--- config.mk ---
export PLATFORM = sky130hd
export DESIGN_NAME = sdrxframe
export DESIGN_NICKNAME = d
export VERILOG_FILES = /design/src/rtl/sdrxframe_pkg.sv /design/src/rtl/sdrxframe_crc.sv /design/src/rtl/sdrxframe.sv
export SDC_FILE = /design/constraint.sdc
export NUM_CORES = 1
export LEC_CHECK = 0
export BUFFER_PORTS_ARGS = -buffer_cell sky130_fd_sc_hd__buf_2
export CAP_MARGIN = 20
export CORE_MARGIN = 3
export CORE_UTILIZATION = 50
export CTS_CLUSTER_SIZE = 14
export DETAILED_ROUTE_END_ITERATION = 8
export GPL_ROUTABILITY_DRIVEN = 0
export GPL_TIMING_DRIVEN = 0
export PLACE_DENSITY = 0.67
export SYNTH_ARGS = -nofsm -noshare
export SYNTH_HDL_FRONTEND = slang
export SYNTH_SLANG_ARGS = --single-unit
--- constraint.sdc ---
create_clock -name i_clk -period 3.5 [get_ports i_clk]
set_clock_uncertainty 0.05 [all_clocks]
set_input_delay 0.875 -clock i_clk [delete_from_list [all_inputs] [get_ports i_clk]]
set_output_delay 0.875 -clock i_clk [all_outputs]
set_load 0.03 [all_outputs]
--- src/rtl/sdrxframe_pkg.sv ---
// sdrxframe_pkg: shared definitions for the SD receive data framer.
//   state_e    - framer FSM states
//   status_e   - completion status codes reported on o_status
//   CRC16_POLY - CRC16-CCITT polynomial used on every DAT lane
package sdrxframe_pkg;

  typedef enum logic [2:0] {
    S_IDLE,
    S_WAIT_START,
    S_DATA,
    S_CRC,
    S_STOP,
    S_DONE
  } state_e;

  typedef enum logic [1:0] {
    STAT_OK       = 2'b00,
    STAT_CRCERR   = 2'b01,
    STAT_TIMEOUT  = 2'b10,
    STAT_OVERFLOW = 2'b11
  } status_e;

  localparam logic [15:0] CRC16_POLY = 16'h1021;

endpackage

--- src/rtl/sdrxframe_crc.sv ---
// sdrxcrc16: single-lane serial CRC16 (x^16+x^12+x^5+1), initial value 0.
//   i_clk, i_reset : system clock, synchronous active-high reset
//   clear_i        : reset the running CRC to zero (wins over en_i)
//   en_i           : fold bit_i into the CRC this cycle
//   bit_i          : serial data bit, MSB first
//   crc_o          : current CRC value
module sdrxcrc16
  import sdrxframe_pkg::*;
(
  input  logic        i_clk,
  input  logic        i_reset,
  input  logic        clear_i,
  input  logic        en_i,
  input  logic        bit_i,
  output logic [15:0] crc_o
);

  logic [15:0] crc_q, crc_d;
  logic        fb;

  always_comb begin
    crc_d = crc_q;
    fb    = bit_i ^ crc_q[15];
    if (clear_i)
      crc_d = '0;
    else if (en_i)
      crc_d = {crc_q[14:0], 1'b0} ^ (fb ? CRC16_POLY : '0);
  end

  always_ff @(posedge i_clk) begin
    if (i_reset)
      crc_q <= '0;
    else
      crc_q <= crc_d;
  end

  assign crc_o = crc_q;

endmodule

--- src/rtl/sdrxframe.sv ---
// sdrxframe: SD card receive data framer.
// Waits for a start bit on the active DAT lanes, deserialises one block
// (1-bit or 4-bit bus) MSB first into bytes, checks per-lane CRC16 and the
// end bit, and writes bytes into a downstream FIFO.
//   i_clk, i_reset : system clock, synchronous active-high reset
//   i_en           : arm for one block (ignored while busy)
//   i_abort        : return to idle without o_done
//   i_width        : 0 = 1-bit bus, 1 = 4-bit bus (sampled at i_en)
//   i_lgblk        : log2 block length in bytes (sampled at i_en)
//   i_ce, i_dat    : per-SD-clock sample strobe and DAT lines
//   i_full         : downstream FIFO full
//   o_wr, o_data   : FIFO byte write
//   o_busy, o_done : frame in progress / one-cycle completion pulse
//   o_status       : 00 ok, 01 CRC/end-bit error, 10 timeout, 11 overflow
module sdrxframe
  import sdrxframe_pkg::*;
#(
  parameter int unsigned OPT_4BIT  = 1,
  parameter int unsigned LGMAXBLK  = 9,
  parameter int unsigned LGTIMEOUT = 20
) (
  input  logic       i_clk,
  input  logic       i_reset,
  input  logic       i_en,
  input  logic       i_abort,
  input  logic       i_width,
  input  logic [3:0] i_lgblk,
  input  logic       i_ce,
  input  logic [3:0] i_dat,
  input  logic       i_full,
  output logic       o_wr,
  output logic [7:0] o_data,
  output logic       o_busy,
  output logic       o_done,
  output logic [1:0] o_status
);

  // Timeout fires on the strobe that would take the counter to all-ones.
  localparam logic [LGTIMEOUT-1:0] TO_LAST = {{(LGTIMEOUT-1){1'b1}}, 1'b0};

  state_e                 state_q,   state_d;
  status_e                status_q,  status_d;
  logic                   width_q,   width_d;
  logic [3:0]             lgblk_q,   lgblk_d;
  logic [LGTIMEOUT-1:0]   tocnt_q,   tocnt_d;
  logic [2:0]             bitcnt_q,  bitcnt_d;
  logic [LGMAXBLK:0]      bytecnt_q, bytecnt_d;
  logic [3:0]             crccnt_q,  crccnt_d;
  logic [7:0]             sreg_q,    sreg_d;
  logic [7:0]             pend_q,    pend_d;
  logic                   wrpend_q,  wrpend_d;
  logic [7:0]             out_q,     out_d;
  logic                   ovf_q,     ovf_d;
  logic                   err_q,     err_d;

  logic                   crc_clr;
  logic [3:0]             crc_en;
  logic [15:0]            lane_crc [4];

  logic [3:0]             lanes;
  logic [2:0]             bit_last;
  logic [LGMAXBLK:0]      blklen;
  logic [LGMAXBLK:0]      bytecnt_inc;
  logic [3:0]             crcbit;
  logic                   start_bit;
  logic                   stop_err;
  logic                   crc_bad;

  // width_q is forced to 0 when OPT_4BIT=0, which keeps lanes 1-3 disabled
  // everywhere (start/stop detection, CRC enables and CRC comparison).
  assign lanes       = width_q ? 4'hF : 4'h1;
  assign bit_last    = width_q ? 3'd1 : 3'd7;
  assign blklen      = {{LGMAXBLK{1'b0}}, 1'b1} << lgblk_q;
  assign bytecnt_inc = bytecnt_q + 1'b1;
  assign crcbit      = 4'd15 - crccnt_q;
  assign start_bit   = ((i_dat & lanes) == 4'h0);
  assign stop_err    = ((i_dat & lanes) != lanes);

  always_comb begin
    crc_bad = 1'b0;
    for (int unsigned l = 0; l < 4; l++)
      if (lanes[l] && (i_dat[l] != lane_crc[l][crcbit]))
        crc_bad = 1'b1;
  end

  for (genvar l = 0; l < 4; l++) begin : g_lane
    sdrxcrc16 u_crc (
      .i_clk   (i_clk),
      .i_reset (i_reset),
      .clear_i (crc_clr),
      .en_i    (crc_en[l]),
      .bit_i   (i_dat[l]),
      .crc_o   (lane_crc[l])
    );
  end

  always_comb begin
    state_d   = state_q;
    status_d  = status_q;
    width_d   = width_q;
    lgblk_d   = lgblk_q;
    tocnt_d   = tocnt_q;
    bitcnt_d  = bitcnt_q;
    bytecnt_d = bytecnt_q;
    crccnt_d  = crccnt_q;
    sreg_d    = sreg_q;
    pend_d    = pend_q;
    wrpend_d  = wrpend_q;
    out_d     = out_q;
    ovf_d     = ovf_q;
    err_d     = err_q;
    crc_clr   = 1'b0;
    crc_en    = 4'h0;

    // A completed byte is offered to the FIFO the cycle after its strobe;
    // if the FIFO is full at that moment the byte is dropped.
    if (wrpend_q) begin
      wrpend_d = 1'b0;
      if (i_full)
        ovf_d = 1'b1;
      else
        out_d = pend_q;
    end

    unique case (state_q)
      S_IDLE: begin
        if (i_en) begin
          width_d   = (OPT_4BIT != 0) && i_width;
          lgblk_d   = i_lgblk;
          tocnt_d   = '0;
          bitcnt_d  = '0;
          bytecnt_d = '0;
          crccnt_d  = '0;
          ovf_d     = 1'b0;
          err_d     = 1'b0;
          crc_clr   = 1'b1;
          state_d   = S_WAIT_START;
        end
      end
      S_WAIT_START: begin
        if (i_ce) begin
          if (start_bit) begin
            state_d = S_DATA;
          end else if (tocnt_q == TO_LAST) begin
            state_d  = S_DONE;
            status_d = STAT_TIMEOUT;
          end else begin
            tocnt_d = tocnt_q + 1'b1;
          end
        end
      end
      S_DATA: begin
        if (i_ce) begin
          crc_en = lanes;
          sreg_d = width_q ? {sreg_q[3:0], i_dat} : {sreg_q[6:0], i_dat[0]};
          if (bitcnt_q == bit_last) begin
            bitcnt_d  = '0;
            pend_d    = sreg_d;
            wrpend_d  = 1'b1;
            bytecnt_d = bytecnt_inc;
            if (bytecnt_inc == blklen)
              state_d = S_CRC;
          end else begin
            bitcnt_d = bitcnt_q + 1'b1;
          end
        end
      end
      S_CRC: begin
        if (i_ce) begin
          if (crc_bad)
            err_d = 1'b1;
          crccnt_d = crccnt_q + 1'b1;
          if (crccnt_q == 4'd15)
            state_d = S_STOP;
        end
      end
      S_STOP: begin
        if (i_ce) begin
          err_d   = err_q | stop_err;
          state_d = S_DONE;
          if (ovf_d)
            status_d = STAT_OVERFLOW;
          else if (err_d)
            status_d = STAT_CRCERR;
          else
            status_d = STAT_OK;
        end
      end
      S_DONE: begin
        state_d = S_IDLE;
      end
      default: begin
        state_d = S_IDLE;
      end
    endcase

    if (i_abort) begin
      state_d  = S_IDLE;
      wrpend_d = 1'b0;
      status_d = status_q;
    end
  end

  always_ff @(posedge i_clk) begin
    if (i_reset) begin
      state_q   <= S_IDLE;
      status_q  <= STAT_OK;
      width_q   <= 1'b0;
      lgblk_q   <= '0;
      tocnt_q   <= '0;
      bitcnt_q  <= '0;
      bytecnt_q <= '0;
      crccnt_q  <= '0;
      sreg_q    <= '0;
      pend_q    <= '0;
      wrpend_q  <= 1'b0;
      out_q     <= '0;
      ovf_q     <= 1'b0;
      err_q     <= 1'b0;
    end else begin
      state_q   <= state_d;
      status_q  <= status_d;
      width_q   <= width_d;
      lgblk_q   <= lgblk_d;
      tocnt_q   <= tocnt_d;
      bitcnt_q  <= bitcnt_d;
      bytecnt_q <= bytecnt_d;
      crccnt_q  <= crccnt_d;
      sreg_q    <= sreg_d;
      pend_q    <= pend_d;
      wrpend_q  <= wrpend_d;
      out_q     <= out_d;
      ovf_q     <= ovf_d;
      err_q     <= err_d;
    end
  end

  assign o_wr     = wrpend_q && !i_full;
  // o_data shows the pending byte only while it is actually written, so a
  // dropped byte never disturbs the last value handed to the FIFO.
  assign o_data   = o_wr ? pend_q : out_q;
  assign o_busy   = (state_q != S_IDLE) && (state_q != S_DONE);
  assign o_done   = (state_q == S_DONE);
  assign o_status = status_q;

endmodule

# Word level (Yosys, flattened, before mapping)
# Cells that the tools add are included.
[totals] ff_bits=137 latchBits=0 mem_bits_rw=0 mem_bits_ro=0 in_bits=15 word_cells=164 mem_count=0
[classes] addsub=5 mul=0 n_div=0 magnitude_cmp=1 eq_ne=28 shifts=1 muxes=68 n_bitwise=14 n_reduce_logical=29
[op_table] cell="2-to-1 mux 20 bit" count=4
[op_table] cell="bitwise XOR 16 bit" count=4
[op_table] cell="2-to-1 mux 13 bit" count=4
[op_table] cell="2-to-1 mux 3 bit" count=14
[op_table] cell="one-hot mux 20 bit (2 select lines)" count=1
[op_table] cell="2-to-1 mux 10 bit" count=3
[op_table] cell="inequality test 2 bit (second input constant)" count=12
[op_table] cell="adder 20 x 1 -> 20 bit (second input constant)" count=1
[op_table] cell="equality test 20 bit (second input constant)" count=1
[op_table] cell="2-to-1 mux 1 bit" count=20
[op_table] cell="2-to-1 mux 4 bit" count=5
[op_table] cell="one-hot mux 10 bit (2 select lines)" count=1
[op_table] cell="binary-select mux 1 bit (select 4 bit)" count=4
[op_table] cell="2-to-1 mux 8 bit" count=2
[op_table] cell="one-hot mux 3 bit (5 select lines)" count=1
[op_table] cell="adder 10 x 1 -> 10 bit (second input constant)" count=1
[op_table] cell="equality test 10 bit" count=1
[op_table] cell="2-to-1 mux 2 bit" count=5
[op_table] cell="AND reduction 5 bit" count=2
[op_table] cell="<< shifter 1 x 4 -> 10 bit (first input constant)" count=1
[op_table] cell="AND reduction 3 bit" count=3
[op_table] cell="AND reduction 9 bit" count=1
[op_table] cell="one-hot mux 4 bit (2 select lines)" count=1
[op_table] cell="nonzero test 2 bit" count=4
[op_table] cell="29 further kinds" count=50

# Depth between registers and ports, before layout
[logic_depth] ltp_word=12 depth_mapped=10 ltp_nobuf=9

# Cells and area by module
# A second synthesis with hierarchy kept.
[unflattened] cells_unflattened=752 area_unflattened_um2=7051.8
[modules_own_cells] module="sdrxframe" instances=1 cells_per_inst=512 area_each_um2=4519.3
[modules_own_cells] module="sdrxcrc16" instances=4 cells_per_inst=60 area_each_um2=633.1

# Worst setup path before layout
# OpenSTA, ideal clock, no wires.
[synth_timing] path_kind="input-to-output" startpoint="input i_full" endpoint="output o_data[0]" t_arrival_ns=1.967 required_ns=2.575 path_slack_ns=0.608 stages=3 path_cell_list="nor2b_1 clkbuf_1 mux2_2"
[synth_between] elab_chain_len=3
[synth_lines] element="start, declared" line_no="sdrxframe.sv:30" rtl="input logic i_full,"
[synth_lines] element="zero test 1 bit" line_no="sdrxframe.sv:238" rtl="assign o_wr = wrpend_q && !i_full;"
[synth_lines] element="logical AND 1 bit" line_no="sdrxframe.sv:238"
[synth_lines] element="via o_wr" line_no="sdrxframe.sv:31" rtl="output logic o_wr,"
[synth_lines] element="2-to-1 mux 8 bit" line_no="sdrxframe.sv:241" rtl="assign o_data = o_wr ? pend_q : out_q;"
[synth_lines] element="end, declared" line_no="sdrxframe.sv:32" rtl="output logic [7:0] o_data,"
# The timed path passes the listed nets, and every way through them passes these cells.

# Worst setup path after layout
[layout_timing] startpoint="input i_full" endpoint="output o_data[6]"
[layout_between] elab_chain_len=3
[layout_lines] element="zero test 1 bit" line_no="sdrxframe.sv:238"
[layout_lines] element="logical AND 1 bit" line_no="sdrxframe.sv:238"
[layout_lines] element="2-to-1 mux 8 bit" line_no="sdrxframe.sv:241"
# No other way between the ends.

==> impl_metrics.py <==
metrics = {
    "outcome": {
        "run_status": "complete, no violations",
    },
    "cts": {
        "post_cts_resized": 0,
        "cts_hold_buf": 0,
        "post_cts_buffers": 0,
        "cts_tree": "built",
        "htreeDepth": 4,
        "clk_pin_slew_worst_paths_ns": 0.06,
        "clock_latency_ns": 0.43,
        "cts_made_buffers": 17,
        "clock_sinks": 137,
        "clock_path_buffers": 2,
        "cts-root-buf": "clkbuf_16",
    },
    "global_routing": {
        "grt_pass1_wl_um": 25900,
        "grt_overflow": 0,
        "grtUsageTotal_pct": 21.9,
        "antenna_found_initial": 0,
        "grt_pass1_vias": 5418,
        "grt_max_degree": 17,
    },
    "detailed_routing": {
        "highest_layer": "met4",
        "post_drt_wl_per_cell_um": 14.8,
        "via_per_inst": 5.49,
        "drt_iter0_drc": 339,
        "drt_wl_total_um": 15300,
        "wl_met3_um": 518,
        "ant_nets": 0,
        "drc": 0,
        "dr_wl_met2_um": 7460,
        "m1WireLength_um": 7100,
        "drtPass1Iterations": 4,
        "routed-via-count": 5661,
    },
    "finish": {
        "multi_input_area_mm2": 0.00359,
        "n_antenna_cell": 0,
        "seqCellArea_mm2": 0.00274,
        "fill_cells": 1166,
        "design_area_mm2": 0.00762,
        "syn2layout_area_growth_pct": 14.7,
        "layout-drive-gt1-share_pct": 13.3,
        "nets": 866,
    },
    "worst_setup_path": {
        "crit_start": "i_full",
        "critical_path_class": "in -> out",
        "r2r_slack_ns": 1.17,
        "r2r-start": "crccnt_q[1]",
        "worst_setup_path_end_kind": "primary output",
        "r2r_end": "err_q",
        "cp_max_fo": 9,
        "arrival_ns": 2.04,
        "cp-start-kind": "primary input",
        "rr_worst_depth": 7,
        "crit_path_end": "o_data[6]",
        "cp.required_ns": 2.57,
    },
    "logic_synthesis": {
        "ys_seq_area_share_pct": 41.3,
        "ys_types": 53,
        "syn_area_mm2": 0.00665,
        "avgSynthCellArea_um2": 8.26,
        "synthesis.nets": 825,
        "yosys-top-cells-area": "dfxtp_1, nand2_1, a21oi_1, nor2_1, mux4_2",
        "syn_inst": 805,
        "ys_warn_count": 0,
        "synth_top_area_share_pct": 41.3,
        "async_flop_share_pct": 0,
        "yosys.area.top_type": "dfxtp_1",
        "synth_ff_type": "dfxtp_1",
        "synth_common_cells": "nand2_1, dfxtp_1, a21oi_1, nor2_1, clkbuf_1",
        "synth-edff-count": 0,
        "yosysMostFrequentCell": "nand2_1",
        "synth-seq-cells": 137,
    },
    "sta": {
        "relSlewSlack_pct": 59.6,
        "fin_setup_tns_ns": 0,
        "tightest_slew_ns": 0.590,
        "final_max_slew_viol_count": 0,
        "period_share_pct": 84.7,
        "fmax_ghz": 0.337,
        "grt_setup_unrepaired": "false",
        "setup_viol": 0,
        "hold_viol": 0,
        "period_minus_slack_ns": 2.96,
    },
    "floorplanning": {
        "dieArea_mm2": 0.0147,
        "num_rows": 41,
        "core_mm2": 0.0128,
        "ios": 28,
        "die_x_um": 121,
        "start_util_pct": 51.8,
        "dieHeight_um": 121,
    },
    "placed_design": {
        "place_hpwl_um": 10900,
        "port-buffer-count": 22,
        "placed_cell_area_mm2": 0.00697,
    },
    "job": {
        "drv_cap": 0,
    },
    "worst_hold_path": {
        "worstHoldPathType": "reg -> reg",
    },
    "pwr": {
        "power_per_cell_area_mw_per_mm2": 509,
        "p_leak_nw": 2.68,
        "total_power_mw": 3.88,
        "ir_drop_mv": 0.293,
    },
}
## final cells by class
type | instances | area share (%)
well taps | 172 | 2.82
repair buffers | 22 | 1.44
flip-flops and latches | 137 | 36.0
clock inverters | 15 | 2.94
inverters | 7 | 0.345
plain buffers | 65 | 3.84
multi-input cells | 596 | 47.0
clock buffers | 17 | 5.58
## placed cells by master (no fill, tap or decap), types with 19 or more instances in the layout
master	synthesis	routed
a211oi_1	19	19
nor2_1	82	82
a21oi_1	97	97
clkbuf_1	33	33
nand2_1	147	147
dfxtp_1	137	137
xor2_1	23	23
nor2b_1	21	21
xnor2_1	20	20
buf_2	27	49
mux2i_1	22	22
## worst max-delay path, cell delays in order
cell      delay [ns]
buf_2           0.10
nor2b_1         0.09
clkbuf_1        0.38
mux2_2          0.40
buf_2           0.18
## state kept, by name (all words and copies together), names as in the netlist
name and flops:
bytecnt_q 10, tocnt_q 20, bitcnt_q 3, sreg_q 7
o_status 2, ovf_q 1, width_q 1, state_q 3
wrpend_q 1, err_q 1, lgblk_q 4, g_lane.u_crc.crc_o 64
pend_q 8, out_q 8, crccnt_q 4
## layer usage
metal / vias to the layer above / track usage (%)
li1: 2860 / -
met1: 2678 / 27.8
met2: 105 / 36.4
met3: 18 / 5.17
met4: 0 / 8.05
met5: - / 0
## cell families (layout without fill, tap and decap cells)
| kind of cell | Yosys count | in the layout | share of synthesized area, % |
|---|---|---|---|
| AO/OA/AOI/OAI | 153 | 153 | 13.5 |
| XOR/XNOR | 43 | 43 | 5.67 |
| adder cells (fa/ha/maj) | 5 | 5 | 0.941 |
| buffers and inverters | 72 | 126 | 4.80 |
| flip-flops | 137 | 137 | 41.3 |
| multiplexers | 44 | 44 | 9.24 |
| AND/OR/NAND/NOR | 351 | 351 | 24.6 |
## per-stage QoR
step           utilization [%]  instances  hold WS [ns]  setup slack [ns]
6_report                  59.4       1031         0.404             0.537
5_1_grt                   59.4       1031         0.426             0.426
4_1_cts                   59.4       1031         0.409             0.517
3_5_place_dp              54.4        999         0.399             0.520
3_3_place_gp              54.4        999         0.395             0.549
2_1_floorplan                -        805         0.383             0.608
## worst min path at each step
| stage | start | to | slack, ns | cells past startpoint |
|---|---|---|---|---|
| 6_report | pend_q[0] | pend_q[0] | 0.40 | 2 |
| 5_1_grt | pend_q[0] | pend_q[0] | 0.43 | 2 |
| 4_1_cts | pend_q[0] | pend_q[0] | 0.41 | 2 |
| 3_5_place_dp | pend_q[0] | pend_q[0] | 0.40 | 2 |
| 3_3_place_gp | g_lane[3].u_crc.crc_o[12] | g_lane[3].u_crc.crc_o[13] | 0.39 | 2 |
| 2_1_floorplan | pend_q[0] | pend_q[0] | 0.38 | 2 |
## where the power goes
group	internal, mW	switching (mW)	total [mW]
registers	1.57	0.00901	1.58
clock network	1.26	0.696	1.96
logic	0.109	0.229	0.339
Power figures use the tool's default switching activity.
